**src/rtl/sprite_blitter_if.sv**
```systemverilog
// sprite_blitter_if: draw-request, tile/image ROM and frame-buffer signals of the sprite blitter
interface sprite_blitter_if #(
   parameter int COLOR_W = 3
);
   logic               copy_enable;
   logic [1:0]         memory_select;
   logic               black;
   logic [7:0]         dst_x;
   logic [6:0]         dst_y;
   logic [5:0]         src_index;
   logic [1:0]         rom_select;
   logic [14:0]        rom_addr;
   logic [COLOR_W-1:0] rom_data;
   logic [7:0]         fb_x;
   logic [6:0]         fb_y;
   logic [COLOR_W-1:0] fb_color;
   logic               fb_we;
   logic               finished;
   modport master (
      output copy_enable, memory_select, black, dst_x, dst_y, src_index, rom_data,
      input  rom_select, rom_addr, fb_x, fb_y, fb_color, fb_we, finished
   );
   modport slave (
      input  copy_enable, memory_select, black, dst_x, dst_y, src_index, rom_data,
      output rom_select, rom_addr, fb_x, fb_y, fb_color, fb_we, finished
   );
endinterface

```
**src/rtl/sprite_blitter.sv**
```systemverilog
// sprite_blitter: copies a full-screen image or a keyed, clipped tile from ROM into the frame buffer
module sprite_blitter #(
   parameter int SCREEN_W = 160,
   parameter int SCREEN_H = 120,
   parameter int TILE     = 16,
   parameter int COLOR_W  = 3,
   parameter int KEY      = 0
) (
   input logic             clock,
   input logic             reset,
   sprite_blitter_if.slave bus
);
   typedef enum logic [1:0] {IDLE, RUN, FLUSH, DONE} state_t;
   state_t      state_q, state_d;
   logic [1:0]  sel_q, sel_d;
   logic        black_q, black_d;
   logic [7:0]  dx_q, dx_d, x_q, x_d, px_q, px_d;
   logic [6:0]  dy_q, dy_d, y_q, y_d, py_q, py_d;
   logic [5:0]  idx_q, idx_d;
   logic        v_q, v_d, inb_q, inb_d;
   logic        tile, last_x, last_y;
   logic [8:0]  sx, sy;
   assign tile   = sel_q == 2'd3;
   assign last_x = x_q == (tile ? 8'(TILE - 1) : 8'(SCREEN_W - 1));
   assign last_y = y_q == (tile ? 7'(TILE - 1) : 7'(SCREEN_H - 1));
   // 9-bit sums so a tile hanging off the right/bottom edge is clipped, not wrapped
   assign sx     = 9'(dx_q) + 9'(x_q);
   assign sy     = 9'(dy_q) + 9'(y_q);
   always_comb begin
      state_d = state_q;
      sel_d   = sel_q;
      black_d = black_q;
      dx_d    = dx_q;
      dy_d    = dy_q;
      idx_d   = idx_q;
      x_d     = x_q;
      y_d     = y_q;
      v_d     = state_q == RUN;
      px_d    = tile ? sx[7:0] : x_q;
      py_d    = tile ? sy[6:0] : y_q;
      inb_d   = !tile || (sx < 9'(SCREEN_W) && sy < 9'(SCREEN_H));
      case (state_q)
         IDLE: if (bus.copy_enable) begin
            sel_d   = bus.memory_select;
            black_d = bus.black;
            dx_d    = bus.dst_x;
            dy_d    = bus.dst_y;
            idx_d   = bus.src_index;
            x_d     = '0;
            y_d     = '0;
            state_d = RUN;
         end
         RUN: begin
            x_d     = last_x ? 8'd0 : x_q + 8'd1;
            y_d     = y_q + 7'(last_x);
            state_d = (last_x && last_y) ? FLUSH : RUN;
         end
         FLUSH:   state_d = DONE;
         default: state_d = IDLE;
      endcase
   end
   always_ff @(posedge clock or posedge reset) begin
      if (reset) begin
         state_q <= IDLE;
         sel_q   <= '0;
         black_q <= 1'b0;
         dx_q    <= '0;
         dy_q    <= '0;
         idx_q   <= '0;
         x_q     <= '0;
         y_q     <= '0;
         v_q     <= 1'b0;
         px_q    <= '0;
         py_q    <= '0;
         inb_q   <= 1'b0;
      end else begin
         state_q <= state_d;
         sel_q   <= sel_d;
         black_q <= black_d;
         dx_q    <= dx_d;
         dy_q    <= dy_d;
         idx_q   <= idx_d;
         x_q     <= x_d;
         y_q     <= y_d;
         v_q     <= v_d;
         px_q    <= px_d;
         py_q    <= py_d;
         inb_q   <= inb_d;
      end
   end
   assign bus.rom_select = sel_q;
   assign bus.rom_addr   = tile ? 15'(idx_q) * 15'(TILE * TILE) + 15'(y_q) * 15'(TILE) + 15'(x_q)
                                : 15'(y_q) * 15'(SCREEN_W) + 15'(x_q);
   // rom_data arrives in the write cycle, so keying and colour are resolved combinationally
   assign bus.fb_we      = v_q && (!tile || (inb_q && bus.rom_data != COLOR_W'(KEY)));
   assign bus.fb_color   = (v_q && !(tile && black_q)) ? bus.rom_data : '0;
   assign bus.fb_x       = px_q;
   assign bus.fb_y       = py_q;
   assign bus.finished   = state_q == DONE;
endmodule
```
**src/flat_wrapper.sv**
```systemverilog
// flat-port wrapper written by rule: the top's interface ports become plain ports
module sprite_blitter_flat 
#(
   parameter int SCREEN_W = 160,
   parameter int SCREEN_H = 120,
   parameter int TILE     = 16,
   parameter int COLOR_W  = 3,
   parameter int KEY      = 0
)
  (clock, reset, bus_copy_enable, bus_memory_select, bus_black, bus_dst_x, bus_dst_y, bus_src_index, bus_rom_data, bus_rom_select, bus_rom_addr, bus_fb_x, bus_fb_y, bus_fb_color, bus_fb_we, bus_finished);
  sprite_blitter_if #(.COLOR_W(COLOR_W)) bus_i ();
  input logic clock;
  input logic reset;
  input wire logic [$bits(bus_i.copy_enable)-1:0] bus_copy_enable;
  input wire logic [$bits(bus_i.memory_select)-1:0] bus_memory_select;
  input wire logic [$bits(bus_i.black)-1:0] bus_black;
  input wire logic [$bits(bus_i.dst_x)-1:0] bus_dst_x;
  input wire logic [$bits(bus_i.dst_y)-1:0] bus_dst_y;
  input wire logic [$bits(bus_i.src_index)-1:0] bus_src_index;
  input wire logic [$bits(bus_i.rom_data)-1:0] bus_rom_data;
  output wire logic [$bits(bus_i.rom_select)-1:0] bus_rom_select;
  output wire logic [$bits(bus_i.rom_addr)-1:0] bus_rom_addr;
  output wire logic [$bits(bus_i.fb_x)-1:0] bus_fb_x;
  output wire logic [$bits(bus_i.fb_y)-1:0] bus_fb_y;
  output wire logic [$bits(bus_i.fb_color)-1:0] bus_fb_color;
  output wire logic [$bits(bus_i.fb_we)-1:0] bus_fb_we;
  output wire logic [$bits(bus_i.finished)-1:0] bus_finished;
  assign bus_i.copy_enable = bus_copy_enable;
  assign bus_i.memory_select = bus_memory_select;
  assign bus_i.black = bus_black;
  assign bus_i.dst_x = bus_dst_x;
  assign bus_i.dst_y = bus_dst_y;
  assign bus_i.src_index = bus_src_index;
  assign bus_i.rom_data = bus_rom_data;
  assign bus_rom_select = bus_i.rom_select;
  assign bus_rom_addr = bus_i.rom_addr;
  assign bus_fb_x = bus_i.fb_x;
  assign bus_fb_y = bus_i.fb_y;
  assign bus_fb_color = bus_i.fb_color;
  assign bus_fb_we = bus_i.fb_we;
  assign bus_finished = bus_i.finished;
  sprite_blitter #(.SCREEN_W(SCREEN_W), .SCREEN_H(SCREEN_H), .TILE(TILE), .COLOR_W(COLOR_W), .KEY(KEY)) u_core (.clock(clock), .reset(reset), .bus(bus_i));
endmodule
```
**config.mk**
```make
export PLATFORM = sky130hd
export DESIGN_NAME = sprite_blitter_flat
export DESIGN_NICKNAME = d
export VERILOG_FILES = /design/src/rtl/sprite_blitter_if.sv /design/src/rtl/sprite_blitter.sv /design/src/flat_wrapper.sv
export SDC_FILE = /design/constraint.sdc
export NUM_CORES = 1
export LEC_CHECK = 0
export ABC_CLOCK_PERIOD_IN_PS = 6550
export BUFFER_PORTS_ARGS = -buffer_cell sky130_fd_sc_hd__buf_4
export CAP_MARGIN = 20
export CORE_MARGIN = 3
export CORE_UTILIZATION = 56
export CTS_CLUSTER_DIAMETER = 150
export DETAILED_ROUTE_END_ITERATION = 10
export GPL_TIMING_DRIVEN = 0
export PLACE_DENSITY = 0.86
export RECOVER_POWER = 25
export SYNTH_ARGS = -nofsm -noshare
export SYNTH_HDL_FRONTEND = slang
export SYNTH_SLANG_ARGS = --single-unit
export TNS_END_PERCENT = 5
```
**constraint.sdc**
```tcl
create_clock -name clock -period 6.55 [get_ports clock]
set_clock_uncertainty 0.15 [all_clocks]
set_input_delay 1.31 -clock clock [delete_from_list [all_inputs] [get_ports clock]]
set_output_delay 1.31 -clock clock [all_outputs]
set_load 0.05 [all_outputs]
```
==> results of run 1 <==
-- final timing paths --
| check | depth (start not counted) | to | slack [ns] |
|---|---|---|---|
| worst max-delay path | 11 | bus_rom_addr[13] | 1.99 |
| worst min-delay path | 2 | u_core.black_q | 0.33 |
| worst max register to register | 7 | u_core.inb_q | 3.82 |
| worst min register to register | 2 | u_core.black_q | 0.33 |
| max in group asynchronous | 3 | u_core.x_q[2] | 3.18 |
| min in group asynchronous | 2 | u_core.dy_q[0] | 1.07 |
-- metal layers --
layer	vias up	global-route usage
met1	1695	0.320
met2	179	0.415
met4	0	0.106
met5	-	0
li1	1719	-
met3	36	0.0684
-- logic make-up after synthesis --
kind of cell,Yosys count,share of synthesized area
AND/OR/NAND/NOR,181,0.203
XOR/XNOR,25,0.0557
buffers and inverters,35,0.0385
flip-flops,58,0.369
AO/OA/AOI/OAI,103,0.171
multiplexers,6,0.0162
adder cells (fa/ha/maj),43,0.146
-- synth_stat cells, types with 2 or more instances --
library cell  count
xor2_1           14
a31oi_1           7
o21a_1            2
inv_1            19
buf_4             4
nor2_1           27
clkbuf_1          7
dfrtp_1          58
ha_1             38
nor3_1            4
a21oi_1          14
mux2_2            3
o21bai_1          3
o21ai_1           8
or4_1             2
and2_1            2
nand2b_1          8
buf_2             4
o31ai_1           5
a21o_1            4
fa_1              5
nor2b_1           5
mux2i_1           3
nand3_1           9
o211ai_1          4
a211oi_1          4
xnor2_1          11
nand2_1         105
nand3b_1          2
nand4_1           4
and3_1            8
o21ai_0          37
-- final cells by class --
class | instances | area (um^2) | area share
multi-input cells | 358 | 2330 | 0.491
flip-flops and latches | 58 | 1450 | 0.306
repair buffers | 67 | 499 | 0.105
clock buffers | 11 | 141 | 0.0298
well taps | 93 | 116 | 0.0246
plain buffers | 16 | 78.8 | 0.0166
inverters | 19 | 71.3 | 0.0151
clock inverters | 5 | 53.8 | 0.0114
-- state kept, by name (all words and copies together), names as in the netlist --
| register | count |
|---|---|
| u_core.dx_q | 8 |
| u_core.bus.rom_select | 2 |
| u_core.bus.fb_x | 8 |
| u_core.idx_q | 6 |
| u_core.x_q | 8 |
| u_core.state_q | 2 |
| u_core.v_q | 1 |
| u_core.dy_q | 7 |
| u_core.black_q | 1 |
| u_core.bus.fb_y | 7 |
| u_core.y_q | 7 |
| u_core.inb_q | 1 |
-- metrics by stage --
stage	setup WS (ns)	area [um^2]
after CTS	1.97	4760
after detailed placement	2.35	4560
after global routing	1.72	4740
final	1.99	4740
after floorplan	2.13	3930
after global placement	2.42	4540
-- worst max-delay path, cell delays in order (launching register included) --
cell and delay (ns):
dfrtp_1 0.54, ha_1 0.36, ha_1 0.16, inv_1 0.06
fa_1 0.40, nand2b_1 0.16, o2bb2ai_1 0.15, xnor2_1 0.27
nand3b_1 0.13, xor2_1 0.16, mux2i_1 0.15, buf_4 0.22
-- report_power, final --
part	internal, mW	switching (mW)	total [mW]
combinational	0.0129	0.0137	0.0266
sequential	0.358	0	0.358
clock	0.185	0.147	0.332
total	0.556	0.161	0.716
==> metrics.yaml, run 1 <==
rows: 29
yosysSeqAreaShare: 0.369
antenna_found_initial: 0
clkSinkCount: 58
synth.distinct_cells: 53
die_x_um: 89.8
setup_violations: 0
ys_ff_latch: 58
ant_nets: 0
die_area_mm2: 0.00806
synth-edff-count: 0
clockBufferDepth: 2
vias: 3629
worstPathMaxFanout: 11
drive_above_1_share: 0.185
syn_area_per_cell_um2: 8.71
period_share: 0.696
synth_area_leaders: "dfrtp_1, ha_1, nand2_1"
drv_slew: 31
globalplace.congestion: 0.868
synth_area_mm2: 0.00393
grt_pass1_vias: 3493
wl_met3_um: 825
synth_top_area_frac: 0.369
worstSkewPairLatency_ns: 0.35
cp.required_ns: 5.09
crit_start: "u_core.y_q[3]"
synth_warnings: 0
htreeDepth: 3
drv_cap: 1
syn_nets: 524
ir_drop_mv: 0.135
dp.cells: 611
syn_inst: 451
drt_drc_violations_left: 0
critPathKind: "reg -> out"
n_fill_cell: 494
drt_pass1_iterations: 6
drtIter0Drc: 252
grt_pass1_wl_um: 16600
layout_common_cells: "nand2_1, buf_4, dfrtp_1"
start_util: 0.598
wl_um: 10100
fin_cells: 627
cts_root_buf: "clkbuf_8"
post_cts_buffers: 0
wl_met2_um: 4700
violations: "max-capacitance violations, max-slew violations"
finalCriticalPeriod_ns: 4.56
viasPerCell: 5.79
min-delay-start: "u_core.black_q"
io_pins: 67
clk_pin_slew_ns: 0.06
synth_area_leader_cell: "dfrtp_1"
endpoint_kind: "primary output"
cp-start-kind: "register"
grt_start_max_net_pins: 31
worstPathArrival_ns: 3.10
overflow: 0
cts_tree: "yes"
final_common_cell: "nand2_1"
cts_resized: 0
min_path_type: "reg -> reg"
met1_length_um: 4190
core_mm2: 0.00657
hold_buffers: 0
whs_ns: 0.335
nNetsFinal: 602
r2r-start: "u_core.y_q[0]"
final_core_util: 0.721
relSlewSlack: -0.0473
fmax_mhz: 219
worst_slew_pin_slew_ns: 1.57
status: "finished, violations left"
p_per_area_mw_per_mm2: 151
syn2layout_area_growth_pct: 20.6
fin_total_pwr_mw: 0.716
final-hold-violation-count: 0
p_leak_nw: 2.40
cts_buffers: 9
route.detailed.wl_per_inst_um: 16.0
ys_async_sr_fraction: 1.00
synth_flop_cell: "dfrtp_1"
io_buffers: 66
dpl.hpwl_um: 7640
fp.dieH_um: 89.8
num_antenna_cells: 0
top_layer: "met4"
setup_tns_ns: 0
grt_use_total: 0.254
rsz0062_at_grt: "no"
Note: power is estimated with default switching activity, not from simulation.
==> run 2: changes to the inputs <==
--- a/config.mk
+++ b/config.mk
@@ -5,15 +5,15 @@
 export SDC_FILE = /design/constraint.sdc
 export NUM_CORES = 1
 export LEC_CHECK = 0
-export ABC_CLOCK_PERIOD_IN_PS = 6550
+export ABC_CLOCK_PERIOD_IN_PS = 4190
 export BUFFER_PORTS_ARGS = -buffer_cell sky130_fd_sc_hd__buf_4
 export CAP_MARGIN = 20
 export CORE_MARGIN = 3
-export CORE_UTILIZATION = 56
+export CORE_UTILIZATION = 51
 export CTS_CLUSTER_DIAMETER = 150
 export DETAILED_ROUTE_END_ITERATION = 10
 export GPL_TIMING_DRIVEN = 0
-export PLACE_DENSITY = 0.86
+export PLACE_DENSITY = 0.82
 export RECOVER_POWER = 25
 export SYNTH_ARGS = -nofsm -noshare
 export SYNTH_HDL_FRONTEND = slang
==> constraint.sdc (replaced) <==
create_clock -name clock -period 4.19 [get_ports clock]
set_clock_uncertainty 0.15 [all_clocks]
set_input_delay 0.838 -clock clock [delete_from_list [all_inputs] [get_ports clock]]
set_output_delay 0.838 -clock clock [all_outputs]
set_load 0.05 [all_outputs]
==> metrics.yaml, run 2 (synthesis gave the netlist of run 1 again) <==
cts_resized: 0  # unchanged
cts_buffers: 9  # unchanged
core_mm2: 0.00737  # was 0.00657 mm^2
viasPerCell: 5.77  # was 5.79
min_path_type: "reg -> reg"  # unchanged
worstPathMaxFanout: 11  # unchanged
overflow: 0  # unchanged
io_buffers: 66  # unchanged
violations: "max-capacitance violations, max-slew violations"  # unchanged
globalplace.congestion: 0.910  # was 0.868
worstPathCellList: "ha_1 > ha_1 > a211oi_1 > nor2_1 > xor2_1 > and3_1 > nand3_1 > a31oi_1 > buf_4"  # was ha_1 > ha_1 > inv_1 > fa_1 > nand2b_1 > o2bb2ai_1 > xnor2_1 > nand3b_1 > xor2_1 > mux2i_1 > buf_4
drv_slew: 33  # was 31
grt_start_max_net_pins: 33  # was 31
p_leak_nw: 2.42  # was 2.40 nW
worstPathArrival_ns: 3.01  # was 3.10 ns
cts_tree: "yes"  # unchanged
drt_drc_violations_left: 0  # unchanged
cts_root_buf: "clkbuf_8"  # unchanged
hold_buffers: 0  # unchanged
syn2layout_area_growth_pct: 21.7  # was 20.6%
final-hold-violation-count: 0  # unchanged
antenna_found_initial: 0  # unchanged
num_antenna_cells: 0  # unchanged
relSlewSlack: -0.175  # was -0.0473
layout_common_cells: "nand2_1, buf_4, dfrtp_1"  # unchanged
nNetsFinal: 602  # unchanged
whs_ns: 0.334  # was 0.335 ns
fmax_mhz: 250
critPathKind: "reg -> out"  # unchanged
htreeDepth: 3  # unchanged
post_cts_buffers: 0  # unchanged
endpoint_kind: "primary output"  # unchanged
vias: 3653  # was 3629
fin_cells: 633  # was 627
die_x_um: 93.8  # was 89.8 um
rows: 31  # was 29
drt_pass1_iterations: 6  # unchanged
wl_um: 10200  # was 10100 um
grt_use_total: 0.244  # was 0.254
worst_slew_pin_slew_ns: 1.76  # was 1.57 ns
cp-start-kind: "register"  # unchanged
setup_tns_ns: 0  # unchanged
rsz0062_at_grt: "no"  # unchanged
io_pins: 67  # unchanged
cp_slowest_cell: "dfrtp_1"  # unchanged
drive_above_1_share: 0.195  # was 0.185
drv_cap: 1  # unchanged
fp.dieH_um: 93.8  # was 89.8 um
n_fill_cell: 629  # was 494
ant_nets: 0  # unchanged
p_per_area_mw_per_mm2: 248  # was 151 mW/mm^2
clkSinkCount: 58  # unchanged
clk_pin_slew_ns: 0.07  # was 0.06 ns
final_common_cell: "nand2_1"  # unchanged
drtIter0Drc: 376  # was 252
period_share: 0.955
crit_top_cell: "ha_1"  # unchanged
start_util: 0.533  # was 0.598
die_area_mm2: 0.00879  # was 0.00806 mm^2
finalCriticalPeriod_ns: 4.00
ir_drop_mv: 0.183  # was 0.135 mV
worstSkewPairLatency_ns: 0.35  # about the same
status: "finished, violations left"  # unchanged
cp_slowest_stage_delay_ns: 0.58  # was 0.54 ns
route.detailed.wl_per_inst_um: 16.1  # was 16.0 um
setup_violations: 0  # unchanged
grt_pass1_vias: 3725  # was 3493
clockBufferDepth: 2  # unchanged
cp.required_ns: 3.20  # was 5.09 ns
grt_pass1_wl_um: 17000  # was 16600 um
dp.cells: 617  # was 611
dpl.hpwl_um: 7670  # was 7640 um
[run 2: changes by cell type in the layout (fill, tap and decap cells not counted), sizes merged]
cell	delta
buf	+1
bufinv	+1
clkbuf	-1
clkinv	-2
clkinvlp	+1
[run 2: worst paths after layout]
kind / startpoint / end / slack, ns / cells after the start
setup / recovery: u_core.y_q[4] / bus_rom_addr[14] / 0.19 / 9
hold reg to reg: u_core.dy_q[0] / u_core.dy_q[0] / 0.33 / 2
max in group asynchronous: reset / u_core.y_q[3] / 1.04 / 3
min in group asynchronous: reset / u_core.dx_q[7] / 0.57 / 2
setup reg to reg: u_core.y_q[0] / u_core.inb_q / 1.61 / 7
hold / removal: u_core.dy_q[0] / u_core.dy_q[0] / 0.33 / 2
[run 2: metal layers]
layer,routed length [um],track usage,vias to the layer above
met1,4220,0.301,1756
met5,0,0,-
li1,-,-,1726
met4,325,0.111,0
met3,567,0.0385,36
met2,5090,0.418,135
[run 2: power by group]
| part | total (mW) | switching (mW) | internal (mW) |
|---|---|---|---|
| sequential | 0.560 | 0 | 0.560 |
| combinational | 0.0422 | 0.0221 | 0.0202 |
| clock | 0.583 | 0.234 | 0.349 |
| total | 1.19 | 0.256 | 0.929 |
[run 2: area by class of cell]
type                    count  area, um^2  area share
clock buffers              11         141      0.0296
clock inverters             5        77.6      0.0162
inverters                  19        71.3      0.0149
multi-input cells         358        2330       0.488
repair buffers             67         499       0.104
well taps                  99         124      0.0259
flip-flops and latches     58        1450       0.304
plain buffers              16        81.3      0.0170
[run 2: critical path, delay by kind of cell, from the launching register on]
kind | cells | cell delay [ns]
AOI/OAI and AO/OA | 2 | 0.52
xor gates and xnor gates | 1 | 0.27
adders and majority gates | 2 | 0.64
buffers and inverters | 1 | 0.22
DFF | 1 | 0.58
and+or+nand+nor | 3 | 0.44
[run 2: stage by stage]
stage          area, um^2  power [mW]  setup slack, ns   util
2_1_floorplan        3930       0.586            0.239      -
3_3_place_gp         4550       0.613            0.527  0.617
3_5_place_dp         4570       0.616            0.410  0.620
4_1_cts              4790        1.20           0.0303  0.650
5_1_grt              4780        1.22           0.0378  0.649
6_report             4780        1.19            0.188  0.649
